### src/rtl/icache_responder.sv
// -----------------------------------------------------------------------------
// icache_responder
//   Direct-mapped, read-only instruction cache between the fetch stage and
//   instruction memory. Hits are answered combinationally in the same cycle
//   as the lookup; a miss refills the whole line, one word per accepted
//   memory beat, then lookups resume against whatever pc_addr is presented.
//
// Ports
//   clkk        in   1       clock, rising edge
//   rstt        in   1       synchronous reset, active-high
//   pc_addr     in   ADDR_W  fetch byte address (bits [1:0] ignored)
//   fetch_req   in   1       fetch stage requests the word at pc_addr
//   ins         out  32      instruction word, 0 unless hitt=1
//   hitt        out  1       ins holds the word at pc_addr this cycle
//   mem_req     out  1       refill beat request
//   mem_addr    out  ADDR_W  word-aligned byte address of the requested beat
//   mem_rdata   in   32      refill data
//   mem_valid   in   1       beat for mem_addr is on mem_rdata this cycle
//
// States
//   ST_IDLE   | lookups active; a requested miss starts a refill
//   ST_REFILL | requesting beats of the latched line; lookups suppressed
// -----------------------------------------------------------------------------
module icache_responder #(
  parameter int LINES  = 16,
  parameter int WORDS  = 4,
  parameter int ADDR_W = 32
) (
  input  logic              clkk,
  input  logic              rstt,
  input  logic [ADDR_W-1:0] pc_addr,
  input  logic              fetch_req,
  output logic [31:0]       ins,
  output logic              hitt,
  output logic              mem_req,
  output logic [ADDR_W-1:0] mem_addr,
  input  logic [31:0]       mem_rdata,
  input  logic              mem_valid
);

  localparam int IDX_W = $clog2(LINES);
  localparam int OFF_W = $clog2(WORDS);
  localparam int TAG_W = ADDR_W - IDX_W - OFF_W - 2;

  localparam logic [0:0] ST_IDLE   = 1'b0;
  localparam logic [0:0] ST_REFILL = 1'b1;

  localparam logic [OFF_W-1:0] LAST_BEAT = OFF_W'(WORDS - 1);

  // Storage. Only the valid bits are reset; data and tags are don't-care
  // while their line is invalid.
  logic [31:0]      data_mem [LINES*WORDS];
  logic [TAG_W-1:0] tag_mem  [LINES];
  logic [LINES-1:0] valid_q;

  // Refill bookkeeping: the latched miss line (tag + index) and the beat
  // currently being requested.
  logic [0:0]       state_q;
  logic [OFF_W-1:0] beat_q;
  logic [TAG_W-1:0] rtag_q;
  logic [IDX_W-1:0] ridx_q;

  logic [OFF_W-1:0] pc_off;
  logic [IDX_W-1:0] pc_idx;
  logic [TAG_W-1:0] pc_tag;
  logic             lookup_hit;
  logic             in_idle;
  logic             miss_start;
  logic             beat_accept;
  logic             last_beat;

  logic             unused_pc_lsb;

  assign pc_off = pc_addr[OFF_W+1:2];
  assign pc_idx = pc_addr[IDX_W+OFF_W+1:OFF_W+2];
  assign pc_tag = pc_addr[ADDR_W-1:IDX_W+OFF_W+2];

  // Byte-lane bits of the fetch address carry no information for a
  // word-granular cache.
  assign unused_pc_lsb = ^pc_addr[1:0];

  // ---------------------------------------------------------------------------
  // Lookup (zero latency). Gating with rstt keeps hitt/ins low for the whole
  // reset cycle even though the valid bits only clear on the edge.
  // ---------------------------------------------------------------------------
  assign in_idle    = (state_q == ST_IDLE) && !rstt;
  assign lookup_hit = valid_q[pc_idx] && (tag_mem[pc_idx] == pc_tag);

  always_comb begin
    hitt = in_idle && fetch_req && lookup_hit;
    ins  = '0;
    if (hitt) begin
      ins = data_mem[{pc_idx, pc_off}];
    end
  end

  assign miss_start = in_idle && fetch_req && !lookup_hit;

  // ---------------------------------------------------------------------------
  // Memory side. mem_req/mem_addr are decoded from registered state only, so
  // a stall (mem_valid low) leaves them untouched.
  // ---------------------------------------------------------------------------
  assign mem_req     = (state_q == ST_REFILL);
  assign mem_addr    = mem_req ? {rtag_q, ridx_q, beat_q, 2'b00} : '0;
  assign beat_accept = mem_req && mem_valid && !rstt;
  assign last_beat   = beat_accept && (beat_q == LAST_BEAT);

  // ---------------------------------------------------------------------------
  // Control state
  // ---------------------------------------------------------------------------
  always_ff @(posedge clkk) begin
    if (rstt) begin
      state_q <= ST_IDLE;
      beat_q  <= '0;
      rtag_q  <= '0;
      ridx_q  <= '0;
      valid_q <= '0;
    end else begin
      case (state_q)
        ST_IDLE: begin
          if (miss_start) begin
            rtag_q  <= pc_tag;
            ridx_q  <= pc_idx;
            beat_q  <= '0;
            // The victim line is invalidated up front so an aborted refill
            // can never leave a partially written line looking valid.
            valid_q[pc_idx] <= 1'b0;
            state_q <= ST_REFILL;
          end
        end
        ST_REFILL: begin
          if (mem_valid) begin
            beat_q <= beat_q + 1'b1;
            if (beat_q == LAST_BEAT) begin
              valid_q[ridx_q] <= 1'b1;
              state_q         <= ST_IDLE;
            end
          end
        end
        default: begin
          state_q <= ST_IDLE;
        end
      endcase
    end
  end

  // ---------------------------------------------------------------------------
  // Data and tag arrays (no reset)
  // ---------------------------------------------------------------------------
  always_ff @(posedge clkk) begin
    if (beat_accept) begin
      data_mem[{ridx_q, beat_q}] <= mem_rdata;
    end
    if (last_beat) begin
      tag_mem[ridx_q] <= rtag_q;
    end
  end

endmodule
### config.mk
export PLATFORM = sky130hd
export DESIGN_NAME = icache_responder
export DESIGN_NICKNAME = d
export VERILOG_FILES = /design/src/rtl/icache_responder.sv
export SDC_FILE = /design/constraint.sdc
export NUM_CORES = 2
export LEC_CHECK = 0
export CORE_ASPECT_RATIO = 1.2
export CORE_UTILIZATION = 23
export DETAILED_ROUTE_END_ITERATION = 16
export GPL_TIMING_DRIVEN = 0
export PLACE_DENSITY_LB_ADDON = 0.08
export REMOVE_ABC_BUFFERS = 1
export SKIP_CTS_REPAIR_TIMING = 1
export SLEW_MARGIN = 15
export SYNTH_ARGS = -nofsm -noshare
export SYNTH_HDL_FRONTEND = slang
export SYNTH_SLANG_ARGS = --single-unit
### constraint.sdc
create_clock -name clkk -period 4.79 [get_ports clkk]
set_input_delay 0.958 -clock clkk [delete_from_list [all_inputs] [get_ports clkk]]
set_output_delay 0.958 -clock clkk [all_outputs]
set_load 0.03 [all_outputs]
# After elaboration in Yosys (flattened, before gate mapping)

Memories as Yosys holds them, arrays and structs flattened.
Index checks and enable logic that the tools add are counted.

Bits in registers: 47
Memory bits (writable): 2432
Output and inout bits: 66
Logic and storage cells: 59
Memories kept: 2

Add/sub/neg operators: 1
$lt $le $gt $ge: 4
Eq/ne operators: 5
Mux-type cells: 23
Bitwise operators: 4
Reduce and logical (&&, ||, !) cells: 15

Memories:

| name     | words | bits a word | rd ports | clocked after memory_dff | write ports | RTL line | text |
|---|---|---|---|---|---|---|---|
| data_mem | 64    | 32          | 1        | 0                        | 1           | 52       | `logic [31:0] data_mem [LINES*WORDS];` |
| tag_mem  | 16    | 24          | 1        | 0                        | 1           | 53       | `logic [TAG_W-1:0] tag_mem [LINES];` |

Operators with widths:

| kind                                                                         | count |
|---|---|
| 32-bit 2-to-1 mux                                                            | 2 |
| 16-bit 2-to-1 mux                                                            | 3 |
| 16-bit case mux with 2 select lines                                          | 1 |
| 24-bit == test                                                               | 1 |
| 16-bit bitwise AND                                                           | 1 |
| 16-bit NOT                                                                   | 1 |
| 16-bit OR                                                                    | 1 |
| 1-bit logical AND                                                            | 10 |
| 4-bit by 5-bit less-than comparator with 1-bit output, second input constant | 2 |
| 1-bit 2-to-1 mux                                                             | 10 |
| 1-bit demux with 4-bit select                                                | 2 |
| 4-bit by 1-bit >= comparator with 1-bit output, second input constant        | 2 |
| 1-bit binary-select mux with 4-bit select                                    | 1 |
| 2-bit 2-to-1 mux                                                             | 2 |
| 2-bit != test, second input constant                                         | 2 |
| 2-bit case mux with 2 select lines                                           | 1 |
| 2-bit AND reduction                                                          | 2 |
| 3-bit AND reduction                                                          | 1 |
| 2-bit by 1-bit adder with 2-bit output, second input constant                | 1 |
| 2-bit == test, second input constant                                         | 1 |
| 1-bit logical NOT                                                            | 2 |
| 2-bit by 1-bit != test with 1-bit output, second input constant              | 1 |
| 1-bit case mux with 2 select lines                                           | 1 |
| 1-bit NOT                                                                    | 1 |

# Depth between registers and ports, before layout

Word-level depth: 8
Depth in mapped cells: 15

# Worst setup path after synthesis

Ideal clock, no wire load.

Path kind: in2out
From: in pc_addr[4]
To: out ins[1]
Data arrival time: 4.658 ns
Required time: 3.832 ns
Setup slack: -0.826 ns
Stages: 12
Buffers on the path: 4
Cells stage by stage: buf_4 -> buf_6 -> buf_4 -> buf_6 -> mux2_2 -> a22oi_1 -> o2111ai_1 -> a2111oi_2 -> nand4_1 -> nor3_1 -> nand4_1 -> a2111oi_0

Word-level cells in the longest chain between the ends: 5

RTL lines:

| element                                                                              | RTL line | text |
|---|---|---|
| start, declared                                                                      | 31       | `input logic [ADDR_W-1:0] pc_addr,` |
| memory read 16 x 24 bit or 1-bit binary-select mux with 4-bit select (tied branches) | n/a      |  |
| 24-bit == test or 1-bit 2-to-1 mux (tied branches)                                   | 87       | `assign lookup_hit = valid_q[pc_idx] && (tag_mem[pc_idx] == pc_tag);` |
| 1-bit logical AND                                                                    | 87       |  |
| 1-bit logical AND                                                                    | 90       | `hitt = in_idle && fetch_req && lookup_hit;` |
| 32-bit 2-to-1 mux (*)                                                                | 92       | `if (hitt) begin` |
| end, declared                                                                        | 33       | `output logic [31:0] ins,` |

Every way passes the cells marked *; elsewhere a longest branch is shown, timed or not. The select of a mux whose other input is x is not followed.

# Final worst setup path

From: in pc_addr[5]
To: out ins[1]

The elaborated chain is that of the path after synthesis.

==> results by group <==
Status
  – Outcome: finished, violations left
  – Failing checks: setup timing

Finish
  – Most common cell after layout, fill and taps aside: edfxtp_1
  – Share of cells above drive strength 1: 34.5%
  – Layout area overhead: 26.1%
  – Nets@finish: 4762
  – Fillers: 40.0k
  – Most frequent cells in the layout: 2432 x edfxtp_1, 664 x mux4_2, 318 x clkbuf_16, 166 x buf_12, 118 x buf_16

Worst setup path
  – Flop2flop setup slack: 1.04 ns
  – Critical Path Fanout Max: 8
  – Setup CP Type: input port to primary output
  – Worst Path Arrival: 5.01 ns
  – Worst endpoint required time: 3.83 ns
  – Crit path launch type: input port
  – CP Capture Type: primary output
  – R2R cell count: 6
  – R2r startpoint: mem_req
  – R2R Path End: data_mem[63][4]

Timing
  – Fin. Hold Viols: 0
  – Slew HR: 18.2%
  – Clk_skew: 0.0387 ns
  – Period minus WS final: 5.97 ns
  – Final period util: 125%
  – Max Fclk: 0.167 GHz
  – Setup TNS: -27.74 ns
  – Pins Over Slew Limit: 0
  – Final count of negative-setup-slack endpoints: 33
  – RSZ-0062 raised after global routing: true
  – Final setup margin: -1.18 ns
  – Worst-Margin Slew: 1.22 ns

Drt
  – Drt pass-1 iters: 7
  – Post-DRT Antenna Nets: 0
  – Total wire length: 362 mm
  – Post-DR vias/cell: 4.51
  – Via count: 46.7k
  – DR iter-0 viols: 4438
  – DRC: 0
  – Wire per inst: 34.9 um

Place
  – Final HPWL DP: 231 mm
  – Worst slack, placed: -4.13 ns
  – Final Wtd Congestion: 0.693
  – PortBufs: 129

Power
  – Peak supply drop: 0.263 mV
  – Leakage power: 0.0367 uW
  – Final Power: 47400 uW
  – Cell Pwr Density: 396 nW/um^2

Logic synthesis
  – Number of synthesized flops with an enable pin: 2432
  – Async set-reset flop share out of synthesis: 0%
  – Post-Syn Area: 95000 sq um
  – Syn avg cell area: 23.0 sq um
  – YS warnings: 0
  – Cell taking the most area after synthesis: edfxtp_1
  – Flops & latches, synth: 2479
  – Synth top area share: 76.9%
  – Part of the Yosys area used for sequential elements: 77.9%
  – Synth area leaders: edfxtp_1 77%, mux4_2 16%, mux2i_1 1.3%
  – Dominant synthesized flop cell: edfxtp_1
  – Cell count after synthesis: 4124
  – Synth cell types: 61

Global route
  – GRT Resource Usage Total: 16.5%
  – Largest net degree at the start of global routing: 79
  – Vias in the first global route: 47.6k
  – First-pass GRT wire length: 459 mm
  – Initial antenna violation count: 43
  – Remaining Overflow, GRT: 0

Floorplanning
  – Die Wd: 589 um
  – Initial Utilization: 23.1%
  – FP Rows: 258
  – I/O Pins: 134
  – Core area: 411000 sq um
  – Die area: 415000 sq um
  – Die Y: 706 um

Min path
  – Hold Startpoint: mem_rdata[29]
  – Sink of the worst hold path: data_mem[40][29]
  – Min-delay worst type: input port to flip-flop
  – Hold path cells: 1

Clock tree
  – CTS tree: done
  – H-tree lvl count: 5
  – Reg clk slew, reported paths: 0.05 ns
  – CTS Root Cell: clkbuf_16
  – Clk Latency, worst-skew pair: 0.93 ns
  – Num CTS Buffers: 281
  – Clk buf depth: 4
  – Clock sink count: 2479

Job
  – Max-Cap Viols: 0
## power breakdown
part | internal (uW) | switching (uW)
logic | 974 | 1500
clock network | 11900 | 9160
registers | 23800 | 82.0
## worst max-delay path: stages
cell and delay (ns):
buf_16 0.11, buf_16 0.14, buf_16 0.16, buf_16 0.15, mux4_2 0.54, mux2i_4 0.21, o21ai_2 0.10, o31a_1 0.36
a2111oi_4 0.35, nand4_1 0.21, nor3_2 0.14, nand4_1 0.21, buf_6 0.24, buf_12 0.15, buf_4 0.14, a2111oi_4 0.38
buf_6 0.23, buf_6 0.15
## registers in the layout, summed over array words and instances, names as in the netlist
| signal | cells |
|---|---|
| beat_q | 2 |
| mem_req | 1 |
| rtag_q | 24 |
| data_mem | 2048 |
| valid_q | 16 |
| tag_mem | 384 |
| ridx_q | 4 |
## through the flow
step	cells	hold slack (ns)	instance area (sq um)	utilization, %
CTS	10300	0.334	118000	28.6
detailed placement	9771	0.492	109000	26.5
finish	10400	0.429	120000	29.1
floorplan	3901	0.468	93900	-
global route	10400	0.388	120000	29.1
global placement	9490	0.488	102000	24.8
## worst max path at each step
stage	from	slack (ns)	depth (start not counted)	end
after floorplan	pc_addr[7]	-1.51	9	ins[1]
after global placement	pc_addr[2]	-41.75	7	ins[1]
after detailed placement	pc_addr[5]	-4.13	16	ins[13]
after CTS	pc_addr[5]	-4.14	16	ins[27]
after global routing	pc_addr[5]	-1.29	17	ins[19]
final	pc_addr[5]	-1.18	18	ins[1]
## cell families after synthesis
| kind of cell | synth area share [%] |
|---|---|
| XOR/XNOR | 0.277 |
| buffers and inverters | 1.16 |
| AO/OA/AOI/OAI | 1.76 |
| flip-flops | 77.9 |
| multiplexers | 17.3 |
| AND/OR/NAND/NOR | 1.58 |
| other | 0.00395 |
| adder cells (fa/ha/maj) | 0.0132 |
## synthesized netlist by cell type, types with 7 or more instances
| master | instances |
|---|---|
| clkbuf_1 | 100 |
| and2_1 | 34 |
| o22ai_1 | 90 |
| or4_1 | 7 |
| buf_2 | 73 |
| o21ai_0 | 27 |
| a211oi_1 | 20 |
| inv_1 | 12 |
| a311oi_1 | 12 |
| xor2_1 | 19 |
| dfxtp_1 | 47 |
| a221oi_1 | 12 |
| nand2_1 | 44 |
| mux2_2 | 25 |
| buf_6 | 9 |
| a21oi_1 | 22 |
| nor2b_1 | 14 |
| a31oi_1 | 8 |
| a22oi_1 | 9 |
| nand4_1 | 7 |
| xnor2_1 | 11 |
| mux4_2 | 664 |
| nor2_1 | 174 |
| buf_4 | 16 |
| nor3_1 | 12 |
| edfxtp_1 | 2432 |
| nand3_1 | 8 |
| mux2i_1 | 119 |
| or3_1 | 7 |
| buf_1 | 26 |
## metal layers
layer  track usage, %  vias to the layer above  share of wire [%]
met5                0                        -             0.0064
met4             4.63                        4                2.7
met3             2.74                      401                4.8
met2             28.2                     1444                 50
met1             21.5                    26100                 42
li1                 -                    18800                  -
## layout make-up
class	instances	area, sq um	area share, %
diodes	8	20.0	0.0167
clock buffers	364	7520	6.28
clock inverters	127	1170	0.974
inverters	12	47.5	0.0397
multi-input cells	1410	21200	17.7
flip-flops and latches	2479	74000	61.8
well taps	5460	6830	5.71
repair buffers	509	9010	7.53
(Power assumes the default switching activity.)
